===== config.mk =====
export PLATFORM = sky130hd
export DESIGN_NAME = mod_exp_ctrl
export DESIGN_NICKNAME = d
export VERILOG_FILES = /design/src/rtl/mod_exp_ctrl.sv
export SDC_FILE = /design/constraint.sdc
export NUM_CORES = 2
export LEC_CHECK = 0
export ABC_CLOCK_PERIOD_IN_PS = 22500
export BUFFER_PORTS_ARGS = -buffer_cell sky130_fd_sc_hd__buf_2
export CAP_MARGIN = 10
export CORE_AREA = 2 2 537 539
export DETAILED_ROUTE_END_ITERATION = 10
export DIE_AREA = 0 0 539 541
export PLACE_DENSITY = 0.37
export SLEW_MARGIN = 20
export SYNTH_ARGS = -nofsm -noshare
export SYNTH_HDL_FRONTEND = slang
export SYNTH_SLANG_ARGS = --single-unit

===== constraint.sdc =====
create_clock -name clk -period 22.5 [get_ports clk]
set_input_delay 3.375 -clock clk [delete_from_list [all_inputs] [get_ports clk]]
set_output_delay 3.375 -clock clk [all_outputs]
set_load 0.01 [all_outputs]

===== src/rtl/mod_exp_ctrl.sv =====
// mod_exp_ctrl: Montgomery modular-exponentiation sequencer.
// Computes z = x^e mod m by left-to-right square-and-multiply. It drives an
// external Montgomery multiplier (which holds m) through a start/done
// handshake and keeps every intermediate value in the Montgomery domain.
// Optional build macro: MOD_EXP_SKIP_LEADING_ZEROS_EN. When it is defined,
// leading zero bits of e are skipped without multiplier operations, and the
// first squaring is dropped because it would only square R mod m.
module mod_exp_ctrl #(
    parameter int K     = 192,
    parameter int EW    = 192,
    parameter int LOGEW = 8
) (
    input  logic              clk,
    input  logic              reset,
    input  logic              start,
    input  logic [K-1:0]      x,
    input  logic [EW-1:0]     e,
    input  logic [K-1:0]      r2,
    output logic [K-1:0]      z,
    output logic              busy,
    output logic              done,
    output logic [15:0]       op_cnt,
    output logic [K-1:0]      mm_x,
    output logic [K-1:0]      mm_y,
    output logic              mm_start,
    input  logic [K-1:0]      mm_z,
    input  logic              mm_done
);

    localparam logic [K-1:0]     ONE     = K'(1);
    localparam logic [LOGEW-1:0] TOP_BIT = LOGEW'(EW - 1);

    typedef enum logic [2:0] {
        S_IDLE,
        S_CONV_X,
        S_CONV_ONE,
        S_SCAN,
        S_SQR,
        S_MUL,
        S_POST,
        S_FIN
    } state_t;

    // Handshake phase of the multiplier operation owned by the current state.
    typedef enum logic [1:0] {
        P_ISSUE,
        P_WAIT_LO,
        P_WAIT_HI
    } phase_t;

    state_t           state_q, state_d;
    phase_t           phase_q, phase_d;
    logic [LOGEW-1:0] idx_q, idx_d;
    logic [K-1:0]     x_q, x_d;
    logic [EW-1:0]    e_q, e_d;
    logic [K-1:0]     r2_q, r2_d;
    logic [K-1:0]     xb_q, xb_d;
    logic [K-1:0]     acc_q, acc_d;
    logic [K-1:0]     z_q, z_d;
    logic             busy_q, busy_d;
    logic             done_q, done_d;
    logic [15:0]      op_cnt_q, op_cnt_d;
    logic [K-1:0]     mm_x_q, mm_x_d;
    logic [K-1:0]     mm_y_q, mm_y_d;
    logic             mm_start_q, mm_start_d;

    logic [K-1:0]     op_x;
    logic [K-1:0]     op_y;
    logic             last_bit;

    // Operand pair for the multiplier operation belonging to each state.
    always_comb begin
        op_x = '0;
        op_y = '0;
        case (state_q)
            S_CONV_X:   begin op_x = x_q;   op_y = r2_q;  end
            S_CONV_ONE: begin op_x = r2_q;  op_y = ONE;   end
            S_SQR:      begin op_x = acc_q; op_y = acc_q; end
            S_MUL:      begin op_x = acc_q; op_y = xb_q;  end
            S_POST:     begin op_x = acc_q; op_y = ONE;   end
            default:    ;
        endcase
    end

    // Next-state logic for the job sequence and the per-operation handshake.
    always_comb begin
        // NOTE: every variable gets its hold value first, so no path through
        // the case statements can leave one unassigned and infer a latch.
        state_d    = state_q;
        phase_d    = phase_q;
        idx_d      = idx_q;
        x_d        = x_q;
        e_d        = e_q;
        r2_d       = r2_q;
        xb_d       = xb_q;
        acc_d      = acc_q;
        z_d        = z_q;
        busy_d     = busy_q;
        done_d     = 1'b0;
        op_cnt_d   = op_cnt_q;
        mm_x_d     = mm_x_q;
        mm_y_d     = mm_y_q;
        mm_start_d = mm_start_q;
        last_bit   = (idx_q == '0);

        case (state_q)
            S_IDLE: begin
                if (start) begin
                    x_d      = x;
                    e_d      = e;
                    r2_d     = r2;
                    op_cnt_d = '0;
                    busy_d   = 1'b1;
                    idx_d    = TOP_BIT;
                    phase_d  = P_ISSUE;
                    state_d  = S_CONV_X;
                end
            end

            S_SCAN: begin
                phase_d = P_ISSUE;
`ifdef MOD_EXP_SKIP_LEADING_ZEROS_EN
                // acc still holds R mod m here, so the first set bit needs
                // only its multiply; e = 0 falls straight through to POST.
                if (e_q[idx_q]) begin
                    state_d = S_MUL;
                end else if (last_bit) begin
                    state_d = S_POST;
                end else begin
                    idx_d = idx_q - LOGEW'(1);
                end
`else
                state_d = S_SQR;
`endif
            end

            S_FIN: begin
                z_d     = acc_q;
                done_d  = 1'b1;
                busy_d  = 1'b0;
                state_d = S_IDLE;
            end

            default: begin
                case (phase_q)
                    // A cycle here with mm_start low and mm_done high re-arms
                    // the multiplier; a stale low mm_done simply waits.
                    P_ISSUE: begin
                        if (mm_done) begin
                            mm_x_d     = op_x;
                            mm_y_d     = op_y;
                            mm_start_d = 1'b1;
                            phase_d    = P_WAIT_LO;
                        end
                    end

                    P_WAIT_LO: begin
                        if (!mm_done) begin
                            mm_start_d = 1'b0;
                            phase_d    = P_WAIT_HI;
                        end
                    end

                    P_WAIT_HI: begin
                        if (mm_done) begin
                            phase_d  = P_ISSUE;
                            op_cnt_d = (op_cnt_q == 16'hFFFF) ? op_cnt_q
                                                              : op_cnt_q + 16'd1;
                            if (state_q == S_CONV_X) begin
                                xb_d = mm_z;
                            end else begin
                                acc_d = mm_z;
                            end

                            case (state_q)
                                S_CONV_X:   state_d = S_CONV_ONE;
                                S_CONV_ONE: state_d = S_SCAN;
                                S_SQR: begin
                                    if (e_q[idx_q]) begin
                                        state_d = S_MUL;
                                    end else if (last_bit) begin
                                        state_d = S_POST;
                                    end else begin
                                        idx_d   = idx_q - LOGEW'(1);
                                        state_d = S_SQR;
                                    end
                                end
                                S_MUL: begin
                                    if (last_bit) begin
                                        state_d = S_POST;
                                    end else begin
                                        idx_d   = idx_q - LOGEW'(1);
                                        state_d = S_SQR;
                                    end
                                end
                                S_POST:     state_d = S_FIN;
                                default:    ;
                            endcase
                        end
                    end

                    default: phase_d = P_ISSUE;
                endcase
            end
        endcase
    end

    // Control and output registers; reset aborts any job immediately.
    always_ff @(posedge clk) begin
        // NOTE: registers are written with non-blocking assignments so every
        // flop samples the pre-edge values, independent of statement order.
        if (reset) begin
            state_q    <= S_IDLE;
            phase_q    <= P_ISSUE;
            idx_q      <= TOP_BIT;
            z_q        <= '0;
            busy_q     <= 1'b0;
            done_q     <= 1'b0;
            op_cnt_q   <= '0;
            mm_x_q     <= '0;
            mm_y_q     <= '0;
            mm_start_q <= 1'b0;
        end else begin
            state_q    <= state_d;
            phase_q    <= phase_d;
            idx_q      <= idx_d;
            z_q        <= z_d;
            busy_q     <= busy_d;
            done_q     <= done_d;
            op_cnt_q   <= op_cnt_d;
            mm_x_q     <= mm_x_d;
            mm_y_q     <= mm_y_d;
            mm_start_q <= mm_start_d;
        end
    end

    // Job operands and Montgomery-domain intermediates.
    always_ff @(posedge clk) begin
        // NOTE: these wide data registers are deliberately not reset; each is
        // written at job accept or by a capture before anything reads it.
        x_q   <= x_d;
        e_q   <= e_d;
        r2_q  <= r2_d;
        xb_q  <= xb_d;
        acc_q <= acc_d;
    end

    assign z        = z_q;
    assign busy     = busy_q;
    assign done     = done_q;
    assign op_cnt   = op_cnt_q;
    assign mm_x     = mm_x_q;
    assign mm_y     = mm_y_q;
    assign mm_start = mm_start_q;

endmodule


# --- Yosys cells after proc, flatten, opt, wreduce, memory -nomap -nowiden ---
# Index checks and enable logic that the tools add are counted.
classes:
  n_addsub: 2
  n_lt_le_gt_ge: 1
  eq_ne: 18
  muxes: 35
  bitwise_logic: 4
  reduce_logical: 25
op_table:
  columns: ["cell", "n"]
  rows:
  - ["$pmux 192 s4", 1]
  - ["$pmux 192 s3", 1]
  - ["$mux 16", 4]
  - ["$mux 8", 5]
  - ["$pmux 16 s2", 1]
  - ["$pmux 8 s2", 2]
  - ["$add 16x1->16 const B", 1]
  - ["$eq 16x16->1 const B", 1]
  - ["$reduce_and 4->1", 4]
  - ["$pmux 3 s5", 1]
  - ["$eq 3x3->1 const B", 4]
  - ["$mux 2", 6]
  - ["$pmux 2 s3", 2]
  - ["$reduce_and 5->1", 2]
  - ["$lt 8x9->1 const B", 1]
  - ["$mux 3", 3]
  - ["$pmux 3 s3", 1]
  - ["$bmux 1 s8", 1]
  - ["$logic_not 8->1", 1]
  - ["$ne 4x4->1 const B", 2]
  - ["$reduce_bool 2->1", 4]
  - ["$reduce_bool 4->1", 2]
  - ["$reduce_bool 8->1", 1]
  - ["$sub 8x1->8 const B", 1]
  - ["19 further kinds", 33]
totals:
  ff_bits: 1568
  input_bits: 772
  out_inout_bits: 595
  elab_cells: 100

# --- Depth between registers and ports, before layout ---
logic_depth:
  word_depth: 7
  mapped_depth: 12
  depth_no_buf: 9

# --- Least setup slack after synthesis ---
# OpenSTA, ideal clock, no wires.
synth_path:
  path_kind: "input to register"
  startpoint: "in start"
  endpoint: "reg op_cnt_q[13], in the netlist op_cnt[13]"
  setup_ns: 0.128
  t_arrival_ns: 21.858
  t_required_ns: 22.372
  path_slack_ns: 0.514
  cell_stages: 7
  path_cell_list: "and2_1 > clkbuf_1 > a21oi_1 > nor4_1 > nand3_1 > xor2_1 > nor2_1"
synth_between:
  elab_chain_cells: 2
synth_rtl:
  columns: ["element", "line", "rtl"]
  rows:
  - ["start: declaration", "15", "input logic start,"]
  - ["$ne 2x2->1 (no line)", null, null]
  - ["$reduce_and 5->1 (no line)", null, null]
  - ["end signal: assignment", "230", "op_cnt_q <= op_cnt_d;"]
  - ["end: declaration", "62", "logic [15:0] op_cnt_q, op_cnt_d;"]
# No other way between the ends.
# A chain may end at the register's enable or synchronous reset.

# --- Final worst setup path ---
layout_path:
  startpoint: "in mm_done"
  endpoint: "reg mm_x_q[67], in the netlist mm_x[67]"
layout_between:
  elab_chain_cells: 1
layout_rtl:
  columns: ["element", "line", "rtl"]
  rows:
  - ["start: declaration", "27", "input logic mm_done"]
  - ["$reduce_and 3->1 (no line)", null, null]
  - ["end signal: assignment", "231", "mm_x_q <= mm_x_d;"]
  - ["end: declaration", "63", "logic [K-1:0] mm_x_q, mm_x_d;"]
# No other way between the ends.

==> results.toml <==
[status]
status = "completed"

[worst_setup_path]
crit_type = "input port to register"
arrival_ns = 7.31
crit_chain = "buf_2, nor2_1, a21oi_1, o211ai_1, or3_4, buf_4, buf_4, buf_4, a211oi_1, a21oi_1, nor2_1"
r2r_start = "state_q[0]"
cp-endpoint = "mm_x[67]"
cp-start-kind = "input port"
path_depth = 11
rrSetupSlack_ns = 17.46
cp-startpoint = "mm_done"
crit_required_ns = 23.17
path_common_cell = "buf_4"
critPathBufInv = 4
timing.rr.end = "mm_x[67]"
path_max_fanout = 68
r2r_cells = 11
path_delay_family = "buffers and inverters"
slowest_stage = "buf_4"
slowest_delay_ns = 0.69
worst_setup_path_end_kind = "register"

[clock_network]
clk_latency_ns = 0.85
h-tree-depth = 4
post-cts-setup-buffer-count = 0
cts.sinks = 1568
hold_buffers = 0
cts_root_buf = "clkbuf_16"
numCtsBuffers = 196
cts_tree = "yes"
clock_path_buffers = 4
post_cts_resized = 0
clkTransAtPathRegs_ns = 0.06

[synth]
yosysMostFrequentCell = "edfxtp_1"
ys_seq_elements = 1568
synthFlopType = "edfxtp_1"
ys_seq_area_share_pct = 69.0
ys_types = 62
ys_warn_count = 0
synth_edf_count = 960
synthesis.nets = 5591
yosysTopAreaCell = "edfxtp_1"
synthesis.area_um2 = 59400
synth_area_leaders = "edfxtp_1, dfxtp_1, a21oi_1"
synth_cells = 4817
netlist.area_leader.share_pct = 48.5
async_reset_ff_share_pct = 0
synthTopCellsByCount = "edfxtp_1, dfxtp_1, nand2_1"
avgSynthCellArea_um2 = 12.3

[job]
maxCapViolCount = 0

[grt]
grt-ovfl-total = 0
antenna_found_initial = 211
grt_use_total_pct = 19.8
grt_max_degree = 170
grt_pass1_vias = 46173
grt_pass1_wl_um = 405000

[die]
core-area_um2 = 286000
die_height_um = 541
num_rows = 197
ios = 1367
die_w_um = 539
die_area_um2 = 292000
initial_core_util_pct = 20.7

[drt]
avgViaCountPerCell = 4.60
vias = 46198
post_drt_wl_per_cell_um = 29.9
first_iter_violations = 3430
drt_wl_total_um = 300000
drc = 0
first_pass_iters = 5
postRouteAntennaNets = 0

[finish]
register_area_um2 = 41000
fin_area_um2 = 76700
drive_above_1_share_pct = 31.6
multi_input_area_um2 = 16800
fin_nets = 6815
syn_to_final_growth_pct = 29.1
fillers = 30419

[power]
ir_drop_mv = 0.0562
power_density_nw_per_um2 = 89.3
power.leakage_nw = 28.4
fin_total_pwr_mw = 6.85

[sta]
holdWs_ns = 0.449
hold_viol = 0
rsz0062_at_grt = "no"
skew_ns = 0.0403
fin_crit_sh_pct = 29.5
max_slew_margin_pct = 17.2
worst_slack_ns = 15.86
fin_setup_tns_ns = 0
fmax_mhz = 151
finalSetupViolCount = 0
max_slew.worst_pin.slew_ns = 1.24
final_max_slew_viol_count = 0
period_needed_ns = 6.64

[placed_design]
place_congestion = 0.846
post-place-ws_ns = 14.93
io_buffer_count = 1366
placed_area_um2 = 70200
dp_hpwl_um = 211000

[hold_path]
hold_path.class = "register to register"
min_path_cells = 2
## power breakdown
part	internal [mW]	total [mW]	switching, mW
Clock	1.87	3.18	1.31
Combinational	0.150	0.451	0.301
Sequential	3.16	3.22	0.0534
## stage by stage
stage	std cells	utilization, %
CTS	9985	26.7
global placement	9624	24.5
floorplan	4817	-
global route	10005	26.7
detailed placement	9624	24.5
finish	10050	26.8
## worst register-to-register path: stages (launching register included)
cell	delay, ns
dfxtp_4	0.56
nor2b_4	0.18
buf_4	0.62
nand2_1	0.13
o211ai_1	0.27
or3_4	0.63
buf_4	0.71
buf_4	0.67
buf_4	0.68
a211oi_1	0.20
a21oi_1	0.18
nor2_1	0.05
## layer usage
layer,track usage (%),vias up,wire (um)
met3,8.49,550,31100
met1,23.1,23167,117000
met2,32.9,1747,142000
met4,5.70,180,8780
li1,-,20554,-
met5,0,-,1130
## worst min path at each step
stage | end | startpoint
after floorplan | z[0] | z[0]
after global placement | z[56] | z[56]
after detailed placement | z[46] | z[46]
after CTS | z[46] | z[46]
after global routing | z[46] | z[46]
final | z[46] | z[46]
## final cells by class
| type | count | share of cell area [%] |
|---|---|---|
| Inverter | 9 | 0.0440 |
| Antenna cell | 65 | 0.212 |
| Tap cell | 3781 | 6.17 |
| Clock buffer | 275 | 7.15 |
| Multi-Input combinational cell | 2821 | 21.9 |
| Clock inverter | 86 | 1.16 |
| Timing Repair Buffer | 1445 | 9.86 |
| Sequential cell | 1568 | 53.5 |
## sequential cells by signal, summed over array words and instances (netlist names), 2 cells and up
register	cells
mm_y	192
phase_q	2
acc_q	192
mm_x	192
z	192
x_q	192
r2_q	192
op_cnt	16
e_q	192
state_q	3
idx_q	8
xb_q	192
## kinds of logic after synthesis
| logic type | after synthesis | synth area share [%] |
|---|---|---|
| xor gates and xnor gates | 16 | 0.236 |
| AOI/OAI and AO/OA | 1204 | 13.2 |
| and+or+nand+nor | 1346 | 9.29 |
| buffers and inverters | 428 | 2.81 |
| adders and majority gates | 2 | 0.0421 |
| DFF | 1568 | 69.0 |
| muxes | 253 | 5.47 |
## cell usage in the layout (no fill, tap or decap), drive strengths merged, types with 8 or more instances in the layout
cell type     n
mux2        193
mux4         35
nor2b         8
buf        1445
a22oi       210
dfxtp       608
diode        65
a211oi      195
clkbuf      275
bufinv       15
clkinv       66
nand3        20
mux2i        25
inv          11
a21oi       580
nor2        443
nand4        12
a221oi      177
nand2       602
xor2         11
edfxtp      960
nor3        224
Note: power is estimated with default switching activity, not from simulation.
